==> src/rtl/datapath_xant_pkg.sv <==
// Shared types for the 4-antenna TDM de-interleaver: antenna count, sample width, slot and lock-state types.
package datapath_xant_pkg;

  localparam int NUM_ANT = 4;
  localparam int IQ_W    = 32;
  localparam int SLOT_W  = $clog2(NUM_ANT);

  typedef logic [SLOT_W-1:0] slot_t;

  localparam slot_t LAST_SLOT = slot_t'(NUM_ANT - 1);

  typedef enum logic [1:0] {
    HUNT   = 2'd0,
    CHECK  = 2'd1,
    LOCKED = 2'd2
  } xant_state_e;

endpackage

==> src/rtl/datapath_fram_len_chk.sv <==
// Frame-length checker: counts cycles between frame headers and pulses o_fram_err on early or missing header.
// Latency: o_fram_err one cycle after the offending cycle. No backpressure.
module datapath_fram_len_chk #(
  parameter int FRAM_LEN = 2457600
) (
  input  logic clk,
  input  logic rst,
  input  logic i_fram_hd,
  output logic o_fram_err
);

  localparam int                CNT_W    = $clog2(FRAM_LEN);
  localparam logic [CNT_W-1:0]  CNT_LAST = CNT_W'(FRAM_LEN - 1);

  logic [CNT_W-1:0] cnt_q, cnt_d;
  logic             seen_q, seen_d;
  logic             err_q, err_d;

  // The first header after reset only arms the checker; it has no reference to be late or early against.
  always_comb begin
    cnt_d  = cnt_q + CNT_W'(1);
    seen_d = seen_q;
    err_d  = 1'b0;
    if (i_fram_hd) begin
      cnt_d  = '0;
      seen_d = 1'b1;
      err_d  = seen_q && (cnt_q != CNT_LAST);
    end else if (cnt_q == CNT_LAST) begin
      cnt_d = '0;
      err_d = seen_q;
    end
  end

  always_ff @(posedge clk or negedge rst) begin
    if (!rst) begin
      cnt_q  <= '0;
      seen_q <= 1'b0;
      err_q  <= 1'b0;
    end else begin
      cnt_q  <= cnt_d;
      seen_q <= seen_d;
      err_q  <= err_d;
    end
  end

  assign o_fram_err = err_q;

endmodule

==> src/rtl/datapath_xant_deint.sv <==
// De-interleaves 4-antenna TDM samples into 128b groups behind a HUNT/CHECK/LOCKED alignment FSM.
// Latency: o_data/o_vld one cycle after the antenna-3 sample. No backpressure: o_vld is a strobe.
// Optional statistics counters are built with DATAPATH_XANT_DEINT_STAT_EN.
module datapath_xant_deint
  import datapath_xant_pkg::*;
#(
  parameter int FRAM_LEN   = 2457600,
  parameter int LOCK_CNT   = 4,
  parameter int UNLOCK_CNT = 3
) (
  input  logic                    clk,
  input  logic                    rst,
  input  logic                    i_fram_hd,
  input  logic                    i_xant_hd,
  input  logic [IQ_W-1:0]         i_data,
  input  logic                    i_stat_clr,
  output logic                    o_vld,
  output logic                    o_fram_hd,
  output logic [NUM_ANT*IQ_W-1:0] o_data,
  output logic                    o_lock,
  output logic                    o_fram_err,
  output logic [31:0]             o_grp_cnt,
  output logic [15:0]             o_err_cnt
);

  localparam int GC_W = $clog2(LOCK_CNT + 1);
  localparam int MC_W = $clog2(UNLOCK_CNT + 1);

  slot_t                         slot_q, slot_d;
  xant_state_e                   state_q, state_d;
  logic [GC_W-1:0]               good_q, good_d;
  logic [MC_W-1:0]               miss_q, miss_d;
  logic                          bad_q, bad_d;
  logic                          pend_q, pend_d;
  logic [NUM_ANT-2:0][IQ_W-1:0]  lane_q;
  logic [NUM_ANT*IQ_W-1:0]       data_q, data_d;
  logic                          vld_q, vld_d;
  logic                          fhd_q, fhd_d;
  logic                          grp_end, grp_good;

  assign grp_end  = (slot_q == LAST_SLOT);
  assign grp_good = i_xant_hd && !bad_q;

  always_comb begin
    slot_d  = grp_end ? '0 : slot_q + slot_t'(1);
    state_d = state_q;
    good_d  = good_q;
    miss_d  = miss_q;
    bad_d   = bad_q;
    pend_d  = pend_q;
    data_d  = data_q;

    // The group check uses the pre-realignment slot, so a header coinciding with xant closes the old group.
    if (i_fram_hd) slot_d = '0;

    if (state_q == HUNT || grp_end) bad_d = 1'b0;
    else if (i_xant_hd)             bad_d = 1'b1;

    if (i_fram_hd)    pend_d = 1'b1;
    else if (grp_end) pend_d = 1'b0;

    case (state_q)
      HUNT: begin
        if (i_fram_hd) begin
          state_d = CHECK;
          good_d  = '0;
        end
      end
      CHECK: begin
        if (grp_end) begin
          if (!grp_good) begin
            state_d = HUNT;
          end else if (good_q == GC_W'(LOCK_CNT - 1)) begin
            state_d = LOCKED;
            miss_d  = '0;
          end else begin
            good_d = good_q + GC_W'(1);
          end
        end
      end
      LOCKED: begin
        if (grp_end) begin
          if (grp_good)                             miss_d  = '0;
          else if (miss_q == MC_W'(UNLOCK_CNT - 1)) state_d = HUNT;
          else                                      miss_d  = miss_q + MC_W'(1);
        end
      end
      default: state_d = HUNT;
    endcase

    if (grp_end) data_d = {i_data, lane_q};
    vld_d = grp_end && (state_d == LOCKED);
    fhd_d = vld_d && pend_q;
  end

  always_ff @(posedge clk or negedge rst) begin
    if (!rst) begin
      slot_q  <= '0;
      state_q <= HUNT;
      good_q  <= '0;
      miss_q  <= '0;
      bad_q   <= 1'b0;
      pend_q  <= 1'b0;
      lane_q  <= '0;
      data_q  <= '0;
      vld_q   <= 1'b0;
      fhd_q   <= 1'b0;
    end else begin
      slot_q  <= slot_d;
      state_q <= state_d;
      good_q  <= good_d;
      miss_q  <= miss_d;
      bad_q   <= bad_d;
      pend_q  <= pend_d;
      data_q  <= data_d;
      vld_q   <= vld_d;
      fhd_q   <= fhd_d;
      if (!grp_end) lane_q[slot_q] <= i_data;
    end
  end

  assign o_vld     = vld_q;
  assign o_fram_hd = fhd_q;
  assign o_data    = data_q;
  assign o_lock    = (state_q == LOCKED);

  datapath_fram_len_chk #(.FRAM_LEN(FRAM_LEN)) u_fram_len_chk (
    .clk        (clk),
    .rst        (rst),
    .i_fram_hd  (i_fram_hd),
    .o_fram_err (o_fram_err)
  );

`ifdef DATAPATH_XANT_DEINT_STAT_EN
  logic [31:0] grp_cnt_q;
  logic [15:0] err_cnt_q;
  logic        bad_locked;
  logic [16:0] err_sum;

  assign bad_locked = grp_end && (state_q == LOCKED) && !grp_good;
  assign err_sum    = {1'b0, err_cnt_q} + {16'd0, o_fram_err} + {16'd0, bad_locked};

  always_ff @(posedge clk or negedge rst) begin
    if (!rst) begin
      grp_cnt_q <= '0;
      err_cnt_q <= '0;
    end else if (i_stat_clr) begin
      grp_cnt_q <= '0;
      err_cnt_q <= '0;
    end else begin
      if (vld_d) grp_cnt_q <= grp_cnt_q + 32'd1;
      err_cnt_q <= err_sum[16] ? 16'hFFFF : err_sum[15:0];
    end
  end

  assign o_grp_cnt = grp_cnt_q;
  assign o_err_cnt = err_cnt_q;
`else
  logic unused_stat_clr;
  assign unused_stat_clr = i_stat_clr;
  assign o_grp_cnt       = '0;
  assign o_err_cnt       = '0;
`endif

endmodule

==> config.mk <==
export PLATFORM = sky130hd
export DESIGN_NAME = datapath_xant_deint
export DESIGN_NICKNAME = d
export VERILOG_FILES = /design/src/rtl/datapath_xant_pkg.sv /design/src/rtl/datapath_fram_len_chk.sv /design/src/rtl/datapath_xant_deint.sv
export SDC_FILE = /design/constraint.sdc
export NUM_CORES = 1
export LEC_CHECK = 0
export ABC_AREA = 1
export BUFFER_PORTS_ARGS = -buffer_cell sky130_fd_sc_hd__buf_2
export CORE_MARGIN = 1
export CORE_UTILIZATION = 25
export DETAILED_ROUTE_END_ITERATION = 7
export PLACE_DENSITY = 0.46
export SYNTH_ARGS = -nofsm -noshare
export SYNTH_HDL_FRONTEND = slang
export SYNTH_SLANG_ARGS = --single-unit
==> constraint.sdc <==
create_clock -name clk -period 1.75 [get_ports clk]
set_clock_uncertainty 0.05 [all_clocks]
set_input_delay 0.175 -clock clk [delete_from_list [all_inputs] [get_ports clk]]
set_output_delay 0.175 -clock clk [all_outputs]
set_load 0.03 [all_outputs]
==> impl_metrics.toml <==
[yosys]
total_number_of_yosys_warnings = 0
synth.top_cells.by_area = "sky130_fd_sc_hd__dfrtp_1 62%, sky130_fd_sc_hd__nand2_1 12%, sky130_fd_sc_hd__o21ai_0 9.5%"
synth_seq_area_share_pct = 62.07
netlist_top_cells_count = "345 x sky130_fd_sc_hd__nand2_1, 261 x sky130_fd_sc_hd__dfrtp_1, 199 x sky130_fd_sc_hd__o21ai_0"
synth.avg_cell_area_um2 = 9.198
synthArstFlopShare_pct = 100.0
muxShareOfSynthArea_pct = 0
ys_dominant_reg_cell = "sky130_fd_sc_hd__dfrtp_1"
synth-xor-area-share_pct = 0.8323
synth_most_common_cell = "sky130_fd_sc_hd__nand2_1"
synth_compound_gate_area_share_pct = 10.05
synth.cell_area_um2 = 10520
netlist.area_leader.share_pct = 62.07
ys_ff_latch = 261
netlist.top_cell.by_area = "sky130_fd_sc_hd__dfrtp_1"
largest_family_of_logic_cells_by_synthesized_area = "simple AND/OR/NAND/NOR gates"
netlist_instances = 1144
number_of_enable_type_register_cells_in_the_synthesized_netlist = 0
synth_simple_gate_area_share_pct = 15.77
synthDistinctLibCells = 29
synth-adder-area-share_pct = 0.9512

[setup_path]
worst_path_dominant_cell_family = "simple AND/OR/NAND/NOR gates"
ff2ff_setup_slack_ps = 150
crit_slowest_cell = "sky130_fd_sc_hd__dfrtp_1"
timing.critical_path.buf_inv = 0
cp_data_arrival_time_ps = 1990
start_kind = "flop"
timing.critical_path.slowest_cell_delay_ps = 370
critical_path.max_fanout = 9
r2r_cells = 9
critical_path.reg2reg.endpoint = "u_fram_len_chk.o_fram_err"
worst_r2r_startpoint = "u_fram_len_chk.cnt_q[0]"
crit_chain = "ha_1 > nand2_1 > nor2_4 > nand2_2 > nor2_4 > nand2_2 > nand2_4 > nand2_1 > nor2_1"
critical_path.endpoint_type = "flop"
timing.critical_path.required_ps = 2140
timing.setup.critical_path_class = "reg -> reg"

[route]
detail_route.wirelength_mm = 25.79
drt_pass1_iterations = 4
initialDrtViolationCount = 521
ant_nets = 0
routed_wire_length_per_instance_um = 13.57
route.detailed.vias_per_inst = 4.029
dr_total_vias = 7656
drcViolationCount = 0

[run_status]
status = "completed"

[place]
post_dp_cell_area_um2 = 11880
place_congestion = 0.7641
port_buffer_count = 167
detailedPlace.worstSlack_ps = 120.8
post-dp-hpwl_mm = 16.35

[timing]
setup_viol_count_final = 0
final_min_period_over_clock_period_pct = 91.69
fmaxAchievable_ghz = 0.6232
finalWorstPathRequiredPeriod_ps = 1605
timing_max_transition_violations_final = 0
hold_viol_final = 0
rsz_0062_raised_after_global_routing = "true"
postLayoutSetupSlackWorst_ps = 145.4

[floorplanning]
placement_rows = 74
boundaryPins = 217
floorplan.initialDensity_pct = 25.54
placeable_core_area_um2 = 41200
design.die.area_um2 = 42920
chipHeight_um = 207.2
fp.dieW_um = 207.2

[global_routing]
globalRouteTotalUtil_pct = 12.25
overflow = 0
via_count_of_the_first_global_routing_pass = 7360
grt_max_degree = 92
global_route_wire_length_before_repair_mm = 41.71
initial_antenna_violation_count = 0

[run]
max_cap_violations = 0

[clock_tree]
clkSinkCount = 261
clock_tree.root_cell = "sky130_fd_sc_hd__clkbuf_16"
post-cts-setup-buffers = 0
htree_num_levels = 2
cts_made_buffers = 34
clk-insertion-delay-late_ps = 510
cts_max_path_buffers = 3
clk_pin_slew_ps = 50
tritoncts_clock_tree = "built"

[cells_and_area]
antenna-diode-count = 0
multi_input_area_um2 = 3104
nets = 1390
utilization_pct = 32.42
post_route_cells_drive_above_1_share_pct = 18.42
filler_cell_count = 4292
ff_latch_area_um2 = 6531
final_cell_area_um2 = 13360
synthToLayoutAreaGrowth_pct = 26.94

[pwr]
post-layout-total-power_w = 0.02143
power.leakage_nw = 6.761
power_density_relative_to_cell_area_nw_per_um2 = 1604
vdd_ir_drop_max_mv = 0.6276

[hold_path]
hp-class = "in -> async"
## what timing repair did
item                                    CTS  global route
gates resized for setup                   0             2
hold endpoints to repair                402             0
endpoints found under the setup margin    0             3
hold buffers                             35             0
## metal layers
metal  vias to the layer above  global-route usage (%)  wire length, um
met5                         -                       0                0
met4                         0                   3.860              470
met3                        34                   3.472             1330
met2                       160                   18.16            11260
met1                      3609                   17.17            12730
li1                       3853                       -                -
## registers in the layout, summed over array words and instances, names as in the netlist
signal	cells
lane_q	96
good_q	3
u_fram_len_chk.o_fram_err	1
o_data	128
bad_q	1
u_fram_len_chk.seen_q	1
state_q	2
o_vld	1
miss_q	2
pend_q	1
slot_q	2
u_fram_len_chk.cnt_q	22
o_fram_hd	1
## report_power, final
group	switching (W)	total [W]	internal (W)
registers	0.000768	0.00848	0.00771
logic	0.00439	0.00601	0.00162
clock network	0.00263	0.00694	0.00431
## kinds of logic (layout without fill, tap and decap cells)
| family | count (synthesis) | count (layout) |
|---|---|---|
| AOI/OAI and AO/OA | 208 | 208 |
| xor gates and xnor gates | 10 | 10 |
| adders and majority gates | 8 | 8 |
| buffers and inverters | 231 | 408 |
| DFF | 261 | 261 |
| other | 1 | 48 |
| and+or+nand+nor | 425 | 425 |
## cells in the final DEF, fill, tap and decap left out, types with 2 or more instances in the layout
| master | n |
|---|---|
| sky130_fd_sc_hd__ha_1 | 4 |
| sky130_fd_sc_hd__nor2_4 | 3 |
| sky130_fd_sc_hd__nand2_2 | 2 |
| sky130_fd_sc_hd__ha_2 | 4 |
| sky130_fd_sc_hd__xor2_1 | 5 |
| sky130_fd_sc_hd__clkbuf_16 | 35 |
| sky130_fd_sc_hd__buf_12 | 10 |
| sky130_fd_sc_hd__buf_4 | 5 |
| sky130_fd_sc_hd__buf_2 | 166 |
| sky130_fd_sc_hd__bufinv_16 | 2 |
| sky130_fd_sc_hd__clkbuf_1 | 7 |
| sky130_fd_sc_hd__o21ai_1 | 2 |
| sky130_fd_sc_hd__conb_1 | 48 |
| sky130_fd_sc_hd__dfrtp_1 | 261 |
| sky130_fd_sc_hd__nor3_1 | 4 |
| sky130_fd_sc_hd__nand3_1 | 12 |
| sky130_fd_sc_hd__inv_6 | 3 |
| sky130_fd_sc_hd__inv_1 | 131 |
| sky130_fd_sc_hd__nor2_1 | 52 |
| sky130_fd_sc_hd__dlygate4sd3_1 | 35 |
| sky130_fd_sc_hd__clkinv_2 | 3 |
| sky130_fd_sc_hd__nand2_1 | 345 |
| sky130_fd_sc_hd__clkbuf_8 | 8 |
| sky130_fd_sc_hd__clkinv_4 | 2 |
| sky130_fd_sc_hd__o21ai_0 | 199 |
| sky130_fd_sc_hd__a21oi_1 | 3 |
| sky130_fd_sc_hd__nor2_2 | 3 |
| sky130_fd_sc_hd__xnor2_1 | 5 |
## worst max path at each step
stage / depth (start not counted) / to / startpoint / slack (ps)
floorplan: 9 / miss_q[0] / slot_q[0] / 260
global placement: 9 / u_fram_len_chk.o_fram_err / u_fram_len_chk.cnt_q[0] / 170
detailed placement: 9 / u_fram_len_chk.o_fram_err / u_fram_len_chk.cnt_q[0] / 120
CTS: 9 / u_fram_len_chk.o_fram_err / u_fram_len_chk.cnt_q[0] / 80
global route: 9 / u_fram_len_chk.o_fram_err / u_fram_len_chk.cnt_q[0] / -4
finish: 9 / u_fram_len_chk.o_fram_err / u_fram_len_chk.cnt_q[0] / 150
## stage by stage
stage | TNS [ps] | instances | hold slack (ps)
6_report | 0 | 1900 | 85.26
5_1_grt | -3.983 | 1900 | 82.89
4_1_cts | 0 | 1900 | 60.75
3_5_place_dp | 0 | 1806 | 44.22
3_3_place_gp | 0 | 1806 | 49.11
2_1_floorplan | 0 | 1191 | -170.6
## layout make-up
type	instances	area share, %
Multi-Input combinational cell	699	23.24
Tap cell	532	4.983
Inverter	132	3.747
Clock inverter	9	0.8243
Clock buffer	50	7.578
Timing Repair Buffer	217	10.73
Sequential cell	261	48.89
(Power assumes the default switching activity.)
